[src/rtl/id_ex_stage_if.sv]
// ID/EX pipeline register bundle: decoded ID-stage inputs, registered EX-stage
// outputs, load-use stall request and event counters.
interface id_ex_stage_if;
    logic        flush_i;
    logic [12:0] id_ctrl_i;
    logic [31:0] id_pc4_i;
    logic [31:0] id_rs_data_i;
    logic [31:0] id_rt_data_i;
    logic [31:0] id_imm_i;
    logic [4:0]  id_rs_i;
    logic [4:0]  id_rt_i;
    logic [4:0]  id_rd_i;
    logic [5:0]  id_funct_i;

    logic [12:0] ex_ctrl_o;
    logic [31:0] ex_pc4_o;
    logic [31:0] ex_rs_data_o;
    logic [31:0] ex_rt_data_o;
    logic [31:0] ex_imm_o;
    logic [4:0]  ex_rs_o;
    logic [4:0]  ex_rt_o;
    logic [4:0]  ex_rd_o;
    logic [5:0]  ex_funct_o;
    logic        stall_o;
    logic [15:0] bubble_cnt_o;
    logic [15:0] flush_cnt_o;

    modport master (
        output flush_i, id_ctrl_i, id_pc4_i, id_rs_data_i, id_rt_data_i, id_imm_i,
               id_rs_i, id_rt_i, id_rd_i, id_funct_i,
        input  ex_ctrl_o, ex_pc4_o, ex_rs_data_o, ex_rt_data_o, ex_imm_o,
               ex_rs_o, ex_rt_o, ex_rd_o, ex_funct_o, stall_o, bubble_cnt_o, flush_cnt_o
    );

    modport slave (
        input  flush_i, id_ctrl_i, id_pc4_i, id_rs_data_i, id_rt_data_i, id_imm_i,
               id_rs_i, id_rt_i, id_rd_i, id_funct_i,
        output ex_ctrl_o, ex_pc4_o, ex_rs_data_o, ex_rt_data_o, ex_imm_o,
               ex_rs_o, ex_rt_o, ex_rd_o, ex_funct_o, stall_o, bubble_cnt_o, flush_cnt_o
    );
endinterface

[src/rtl/id_ex_stage.sv]
// ID/EX pipeline register with load-use hazard detection, bubble insertion on
// hazard or flush, and saturating bubble/flush event counters.
// Control packing: {RegWrite, ALU_op[3:0], ALUSrc, RegDst, Branch, Jump,
//                   MemRead, MemWrite, MemtoReg, reserved}
module id_ex_stage (
    input  logic           clk_i,
    input  logic           rst_i,
    id_ex_stage_if.slave   bus_io
);
    // MemtoReg=1 is the non-load value; everything else inert.
    localparam logic [12:0] BUBBLE_CTRL = 13'b0_0000_0000_0010;
    localparam int          MEMREAD_BIT = 3;

    logic [12:0] ctrl_q,    ctrl_d;
    logic [31:0] pc4_q,     rs_data_q, rt_data_q, imm_q;
    logic [4:0]  rs_q,      rt_q,      rd_q;
    logic [5:0]  funct_q;
    logic [15:0] bubble_cnt_q, bubble_cnt_d;
    logic [15:0] flush_cnt_q,  flush_cnt_d;
    logic        hazard;

    // Load in EX whose destination (not $0) is read by the instruction in ID.
    always_comb begin
        hazard = ctrl_q[MEMREAD_BIT] && (rt_q != 5'd0) &&
                 ((rt_q == bus_io.id_rs_i) || (rt_q == bus_io.id_rt_i));
    end

    // Next control word and counters; flush outranks hazard.
    always_comb begin
        ctrl_d       = bus_io.id_ctrl_i;
        bubble_cnt_d = bubble_cnt_q;
        flush_cnt_d  = flush_cnt_q;
        if (bus_io.flush_i) begin
            ctrl_d = BUBBLE_CTRL;
            if (flush_cnt_q != 16'hFFFF) flush_cnt_d = flush_cnt_q + 16'd1;
        end else if (hazard) begin
            ctrl_d = BUBBLE_CTRL;
            if (bubble_cnt_q != 16'hFFFF) bubble_cnt_d = bubble_cnt_q + 16'd1;
        end
    end

    // Pipeline register; data fields always follow ID, only control is squashed.
    always_ff @(posedge clk_i) begin
        if (rst_i) begin
            ctrl_q       <= BUBBLE_CTRL;
            pc4_q        <= '0;
            rs_data_q    <= '0;
            rt_data_q    <= '0;
            imm_q        <= '0;
            rs_q         <= '0;
            rt_q         <= '0;
            rd_q         <= '0;
            funct_q      <= '0;
            bubble_cnt_q <= '0;
            flush_cnt_q  <= '0;
        end else begin
            ctrl_q       <= ctrl_d;
            pc4_q        <= bus_io.id_pc4_i;
            rs_data_q    <= bus_io.id_rs_data_i;
            rt_data_q    <= bus_io.id_rt_data_i;
            imm_q        <= bus_io.id_imm_i;
            rs_q         <= bus_io.id_rs_i;
            rt_q         <= bus_io.id_rt_i;
            rd_q         <= bus_io.id_rd_i;
            funct_q      <= bus_io.id_funct_i;
            bubble_cnt_q <= bubble_cnt_d;
            flush_cnt_q  <= flush_cnt_d;
        end
    end

    // Output drive; stall is suppressed by flush and reset.
    always_comb begin
        bus_io.stall_o      = hazard && !bus_io.flush_i && !rst_i;
        bus_io.ex_ctrl_o    = ctrl_q;
        bus_io.ex_pc4_o     = pc4_q;
        bus_io.ex_rs_data_o = rs_data_q;
        bus_io.ex_rt_data_o = rt_data_q;
        bus_io.ex_imm_o     = imm_q;
        bus_io.ex_rs_o      = rs_q;
        bus_io.ex_rt_o      = rt_q;
        bus_io.ex_rd_o      = rd_q;
        bus_io.ex_funct_o   = funct_q;
        bus_io.bubble_cnt_o = bubble_cnt_q;
        bus_io.flush_cnt_o  = flush_cnt_q;
    end
endmodule

[src/flat_wrapper.sv]
// flat-port wrapper written by rule: the top's interface ports become plain ports
module id_ex_stage_flat 
  (clk_i, rst_i, bus_io_flush_i, bus_io_id_ctrl_i, bus_io_id_pc4_i, bus_io_id_rs_data_i, bus_io_id_rt_data_i, bus_io_id_imm_i, bus_io_id_rs_i, bus_io_id_rt_i, bus_io_id_rd_i, bus_io_id_funct_i, bus_io_ex_ctrl_o, bus_io_ex_pc4_o, bus_io_ex_rs_data_o, bus_io_ex_rt_data_o, bus_io_ex_imm_o, bus_io_ex_rs_o, bus_io_ex_rt_o, bus_io_ex_rd_o, bus_io_ex_funct_o, bus_io_stall_o, bus_io_bubble_cnt_o, bus_io_flush_cnt_o);
  id_ex_stage_if bus_io_i ();
  input  logic clk_i;
  input  logic rst_i;
  input wire logic [$bits(bus_io_i.flush_i)-1:0] bus_io_flush_i;
  input wire logic [$bits(bus_io_i.id_ctrl_i)-1:0] bus_io_id_ctrl_i;
  input wire logic [$bits(bus_io_i.id_pc4_i)-1:0] bus_io_id_pc4_i;
  input wire logic [$bits(bus_io_i.id_rs_data_i)-1:0] bus_io_id_rs_data_i;
  input wire logic [$bits(bus_io_i.id_rt_data_i)-1:0] bus_io_id_rt_data_i;
  input wire logic [$bits(bus_io_i.id_imm_i)-1:0] bus_io_id_imm_i;
  input wire logic [$bits(bus_io_i.id_rs_i)-1:0] bus_io_id_rs_i;
  input wire logic [$bits(bus_io_i.id_rt_i)-1:0] bus_io_id_rt_i;
  input wire logic [$bits(bus_io_i.id_rd_i)-1:0] bus_io_id_rd_i;
  input wire logic [$bits(bus_io_i.id_funct_i)-1:0] bus_io_id_funct_i;
  output wire logic [$bits(bus_io_i.ex_ctrl_o)-1:0] bus_io_ex_ctrl_o;
  output wire logic [$bits(bus_io_i.ex_pc4_o)-1:0] bus_io_ex_pc4_o;
  output wire logic [$bits(bus_io_i.ex_rs_data_o)-1:0] bus_io_ex_rs_data_o;
  output wire logic [$bits(bus_io_i.ex_rt_data_o)-1:0] bus_io_ex_rt_data_o;
  output wire logic [$bits(bus_io_i.ex_imm_o)-1:0] bus_io_ex_imm_o;
  output wire logic [$bits(bus_io_i.ex_rs_o)-1:0] bus_io_ex_rs_o;
  output wire logic [$bits(bus_io_i.ex_rt_o)-1:0] bus_io_ex_rt_o;
  output wire logic [$bits(bus_io_i.ex_rd_o)-1:0] bus_io_ex_rd_o;
  output wire logic [$bits(bus_io_i.ex_funct_o)-1:0] bus_io_ex_funct_o;
  output wire logic [$bits(bus_io_i.stall_o)-1:0] bus_io_stall_o;
  output wire logic [$bits(bus_io_i.bubble_cnt_o)-1:0] bus_io_bubble_cnt_o;
  output wire logic [$bits(bus_io_i.flush_cnt_o)-1:0] bus_io_flush_cnt_o;
  assign bus_io_i.flush_i = bus_io_flush_i;
  assign bus_io_i.id_ctrl_i = bus_io_id_ctrl_i;
  assign bus_io_i.id_pc4_i = bus_io_id_pc4_i;
  assign bus_io_i.id_rs_data_i = bus_io_id_rs_data_i;
  assign bus_io_i.id_rt_data_i = bus_io_id_rt_data_i;
  assign bus_io_i.id_imm_i = bus_io_id_imm_i;
  assign bus_io_i.id_rs_i = bus_io_id_rs_i;
  assign bus_io_i.id_rt_i = bus_io_id_rt_i;
  assign bus_io_i.id_rd_i = bus_io_id_rd_i;
  assign bus_io_i.id_funct_i = bus_io_id_funct_i;
  assign bus_io_ex_ctrl_o = bus_io_i.ex_ctrl_o;
  assign bus_io_ex_pc4_o = bus_io_i.ex_pc4_o;
  assign bus_io_ex_rs_data_o = bus_io_i.ex_rs_data_o;
  assign bus_io_ex_rt_data_o = bus_io_i.ex_rt_data_o;
  assign bus_io_ex_imm_o = bus_io_i.ex_imm_o;
  assign bus_io_ex_rs_o = bus_io_i.ex_rs_o;
  assign bus_io_ex_rt_o = bus_io_i.ex_rt_o;
  assign bus_io_ex_rd_o = bus_io_i.ex_rd_o;
  assign bus_io_ex_funct_o = bus_io_i.ex_funct_o;
  assign bus_io_stall_o = bus_io_i.stall_o;
  assign bus_io_bubble_cnt_o = bus_io_i.bubble_cnt_o;
  assign bus_io_flush_cnt_o = bus_io_i.flush_cnt_o;
  id_ex_stage u_core (.clk_i(clk_i), .rst_i(rst_i), .bus_io(bus_io_i));
endmodule
[config.mk]
export PLATFORM = sky130hd
export DESIGN_NAME = id_ex_stage_flat
export DESIGN_NICKNAME = d
export VERILOG_FILES = /design/src/rtl/id_ex_stage_if.sv /design/src/rtl/id_ex_stage.sv /design/src/flat_wrapper.sv
export SDC_FILE = /design/constraint.sdc
export NUM_CORES = 1
export LEC_CHECK = 0
export BUFFER_PORTS_ARGS = -buffer_cell sky130_fd_sc_hd__buf_2
export CORE_AREA = 2 2 140 142
export DETAILED_ROUTE_END_ITERATION = 7
export DIE_AREA = 0 0 142 144
export PLACE_DENSITY = 0.71
export SLEW_MARGIN = 20
export SYNTH_ARGS = -nofsm -noshare
export SYNTH_HDL_FRONTEND = slang
export SYNTH_SLANG_ARGS = --single-unit
[constraint.sdc]
create_clock -name clk_i -period 2.3 [get_ports clk_i]
set_input_delay 0.23 -clock clk_i [delete_from_list [all_inputs] [get_ports clk_i]]
set_output_delay 0.23 -clock clk_i [all_outputs]
set_load 0.05 [all_outputs]
==> results by stage <==
Global route:
- The initial antenna violation count is 2.
- The number of global-route vias before repair is 5,249.
- In the global route stage, overall resource usage came out at 17.9%.
- The aggregate global routing overflow is 0.
- Entering global routing, the biggest net connects 94 pins.
- The first global-routing pass estimated 27,900 µm of wire.

Drt:
- After detailed routing, the number of remaining DRC violations is 0.
- In this run the remaining antenna-violating nets after routing total 0.
- Summing over every cut layer, the via total after detailed routing is 5,392.
- The overall routed net length is 19,400 µm.
- The first TritonRoute pass finished after 4 iterations.
- The via-per-instance ratio is 4.39.
- In the final routed layout, each cell accounts on average for between 15 and 20 µm.
- After the first detailed-routing iteration, the DRC count stood at 194.

Final layout:
- The final layout contains 1,144 nets.
- The share of layout cells above drive strength 1 is 42.9%.
- The post-route core utilization is 50.1%.
- The count of placed standard cells in the final layout, fillers left out is 1,229.
- In the final layout, the multi-input gates occupy roughly 0.0021 mm².
- The filler cell count is 1,740.
- Summing all flip-flop and latch instances after layout gives 0.00390 mm².
- Relative to the synthesized area, the layout overhead comes to 56.3%.

STA:
- The final number of max-transition violations is 0.
- The final setup skew is 0.00792 ns.
- The slew at the pin closest to its max-slew limit is around 0.69 ns.
- Final hold analysis gives a worst-case slack of 0.0175 ns.
- The number of setup violations in the final report is 0.
- The highest attainable clock frequency is 460 MHz.
- The setup TNS is 0 ns.
- The minimum clock period is 2.18 ns.
- The final critical-path share of the clock period is about 95%.
- Setup repair after global routing left no endpoint under its margin.
- The final count of hold timing violations was 0.
- The worst slew margin relative to its limit is roughly 52%.

Yosys:
- The yosys synthesis warning count is 0.
- Sequential cells were found to cover 63.6% of the synthesized design area.
- The number of flops mapped to enable cells by yosys is 0.
- The synthesized net count is roughly 710.
- The number of distinct library cells after synthesis is 43.
- The mean post-synth cell area is 11.2 µm².
- Counting every instance in the synthesized netlist gives 547.
- The netlist area before placement is 0.00611 mm².
- Counting flops with an async set or reset pin after synthesis yields a share of 0%.
- The dominant synthesized flop cell is sky130_fd_sc_hd__dfxtp_1.
- In this run, synthesis produced a sequential element count of 194.

Job:
- The max-cap check violation count is 0.

Worst setup path:
- The critical path arrival is 1.95 ns.
- Traced cell by cell, the critical path runs through xor2_1, nor3_2, a22oi_2, buf_4, nor4_4, buf_6.
- The delay contributed by the slowest stage of the critical path is 0.34 ns.
- STA classifies the critical path endpoint as a primary output.
- The critical path class is reg2out.
- At the worst endpoint, the required time is between 2 and 2.5 ns.
- The launching element type of the critical path is a flip-flop.
- The cell with the largest stage delay on the worst path is sky130_fd_sc_hd__dfxtp_2.
- The largest fanout on the critical path is 15.

Run status:
- The flow ran to the end, and the final reports show no timing, DRC or antenna violations.

CTS:
- In this run the number of H-tree levels came out at 4.
- The worst-case clock buffer depth is 2.
- After clock tree synthesis, the clock-pin slew on the worst setup and hold paths is 0.09 ns.
- The CTS tree is done.
- The root buffer cell chosen for the clock tree is sky130_fd_sc_hd__clkbuf_16.
- Buffers added to address setup during post-CTS repair amount to 0.
- The number of clock buffers added by TritonCTS is 17.
- The number of sinks on the clock net is 194.
- The clock reaches the later pin of the worst-skew pair after 0.42 ns.

Placed design:
- Including well taps, the total number of placed cells is 1,124.
- The number of buffers inserted by port buffering is about 360.
- The final estimated routing congestion in global placement is roughly 0.77.
- The HPWL after detailed placement is 14,100 µm.

Floorplanning:
- The starting utilization of the core area is roughly 32%.
- The total area inside the core boundary comes to 0.0191 mm².
- The die covers approximately 0.020 mm².
- The floorplan has between 50 and 60 rows.
- The die is 142 µm wide.
- In this run the count of I/O pins placed on the die edge is 360.
- The die is 144 µm tall.

Pwr:
- The design draws a little under 8000 µW.
- IR analysis of the VDD net gives a maximum drop of approximately 0.56 mV.
- The power per unit of standard cell area is ~800 mW/mm².
- For this design the static power due to leakage is 0.00450 µW.

Hold path:
- The min-delay analysis places its worst path in the category in2reg.
-- worst max-delay path, delay by kind of cell (launching register included) --
family | cells | cell delay [ns]
AND/OR/NAND/NOR | 2 | 0.44
XOR/XNOR | 1 | 0.17
AO/OA/AOI/OAI | 1 | 0.16
flip-flops | 1 | 0.34
buffers and inverters | 2 | 0.41
-- metal layers --
metal  vias to the layer above  routed length, µm  track usage [%]
met5                         -                 13                0
met1                      2502               7630             20.1
met2                       204              10100             31.9
li1                       2670                  -                -
met3                        14               1500             6.79
met4                         2                179             5.11
-- cell usage in the layout, fill, tap and decap left out, types with 11 or more instances in the layout --
cell                            count
sky130_fd_sc_hd__and2_1            13
sky130_fd_sc_hd__nor2b_1          150
sky130_fd_sc_hd__o31ai_1           11
sky130_fd_sc_hd__clkbuf_16         17
sky130_fd_sc_hd__dfxtp_2           11
sky130_fd_sc_hd__dlygate4sd3_1     72
sky130_fd_sc_hd__or4_1             13
sky130_fd_sc_hd__dfxtp_1          183
sky130_fd_sc_hd__a21oi_1           19
sky130_fd_sc_hd__nor2_1            17
sky130_fd_sc_hd__xor2_1            15
sky130_fd_sc_hd__buf_2            357
sky130_fd_sc_hd__nand3_1           12
-- stage by stage --
| step | setup slack (ns) | cell area [µm²] |
|---|---|---|
| finish | 0.124 | 9550 |
| global route | 0.0113 | 9550 |
| CTS | 0.0425 | 9520 |
| detailed placement | 0.213 | 8200 |
| global placement | 0.237 | 8200 |
| floorplan | -0.0188 | 6140 |
-- cells in the mapped netlist (2+ instances only) --
master                      number  area (µm²)
sky130_fd_sc_hd__nand2_1         7        26.3
sky130_fd_sc_hd__dfxtp_1       194        3880
sky130_fd_sc_hd__nor3_1          6        30.0
sky130_fd_sc_hd__a21oi_1        19        95.1
sky130_fd_sc_hd__and4_1          5        43.8
sky130_fd_sc_hd__clkbuf_1       22        82.6
sky130_fd_sc_hd__o31ai_1        11        82.6
sky130_fd_sc_hd__nand4_1         8        50.1
sky130_fd_sc_hd__buf_6           5        56.3
sky130_fd_sc_hd__nand3_2         2        20.0
sky130_fd_sc_hd__inv_1           3        11.3
sky130_fd_sc_hd__nor4_1          2        12.5
sky130_fd_sc_hd__xnor2_1         7        61.3
sky130_fd_sc_hd__o21ai_0         7        35.0
sky130_fd_sc_hd__and3_1          3        18.8
sky130_fd_sc_hd__ha_1            2        25.0
sky130_fd_sc_hd__nor2b_1       150         938
sky130_fd_sc_hd__nand3_1        12        60.1
sky130_fd_sc_hd__or4_1          13        97.6
sky130_fd_sc_hd__or3_1           3        18.8
sky130_fd_sc_hd__o2111ai_1       2        17.5
sky130_fd_sc_hd__xor2_1         15         131
sky130_fd_sc_hd__and2_1         13        81.3
sky130_fd_sc_hd__nor2_1         17        63.8
-- registers in the layout, summed over array words and instances, names as in the netlist --
name and cells:
u_core.bus_io.ex_rs_data_o 32, u_core.bus_io.flush_cnt_o 16, u_core.bus_io.ex_imm_o 32, u_core.bus_io.ex_rs_o 5
u_core.bus_io.ex_ctrl_o 13, u_core.bus_io.ex_rt_o 5, u_core.bus_io.bubble_cnt_o 16, u_core.bus_io.ex_pc4_o 32
u_core.bus_io.ex_funct_o 6, u_core.bus_io.ex_rd_o 5, u_core.bus_io.ex_rt_data_o 32
-- where the power goes --
| part | internal (µW) | total, µW | switching (µW) |
|---|---|---|---|
| Sequential | 3510 | 3560 | 48.4 |
| Combinational | 380 | 1170 | 791 |
| Clock | 1510 | 3000 | 1490 |
-- path summary, 6_finish.rpt --
kind                                                 end                                       start  slack (ns)  depth (start not counted)
max                                       bus_io_stall_o         u_core.bus_io.ex_rt_o[2]$_SDFF_PP0_        0.12                          6
min                u_core.bus_io.ex_pc4_o[23]$_SDFF_PP0_                         bus_io_id_pc4_i[23]        0.02                          2
max reg2reg  u_core.bus_io.bubble_cnt_o[11]$_SDFFE_PP0P_  u_core.bus_io.bubble_cnt_o[0]$_SDFFE_PP0P_        0.20                          6
min reg2reg   u_core.bus_io.bubble_cnt_o[6]$_SDFFE_PP0P_  u_core.bus_io.bubble_cnt_o[6]$_SDFFE_PP0P_        0.49                          2
-- repair_timing --
| action | CTS | global route |
|---|---|---|
| endpoints found under the hold margin | 70 | 2 |
| setup endpoints to repair | 1 | 1 |
| gates resized for setup | 1 | 3 |
| pin swaps | 0 | 1 |
| hold buffers | 70 | 2 |
-- logic make-up (layout without fill, tap and decap cells) --
kind of cell | after synthesis | in the layout | synth area share (%)
adder cells (fa/ha/maj) | 2 | 2 | 0.409
buffers and inverters | 32 | 475 | 2.74
XOR/XNOR | 22 | 22 | 3.15
other | 0 | 1 | 0
AO/OA/AOI/OAI | 48 | 48 | 5.06
AND/OR/NAND/NOR | 249 | 249 | 25.1
flip-flops | 194 | 194 | 63.6
-- layout make-up --
cell class / instances / area share, %
sequential: 194 / 40.8
clock inverter: 14 / 1.87
inverter: 3 / 0.118
tap: 238 / 3.12
clock buffer: 18 / 4.60
timing repair buffer: 440 / 27.6
multi-input combinational: 321 / 21.9
antenna: 1 / 0.0262
(Power assumes the default switching activity.)
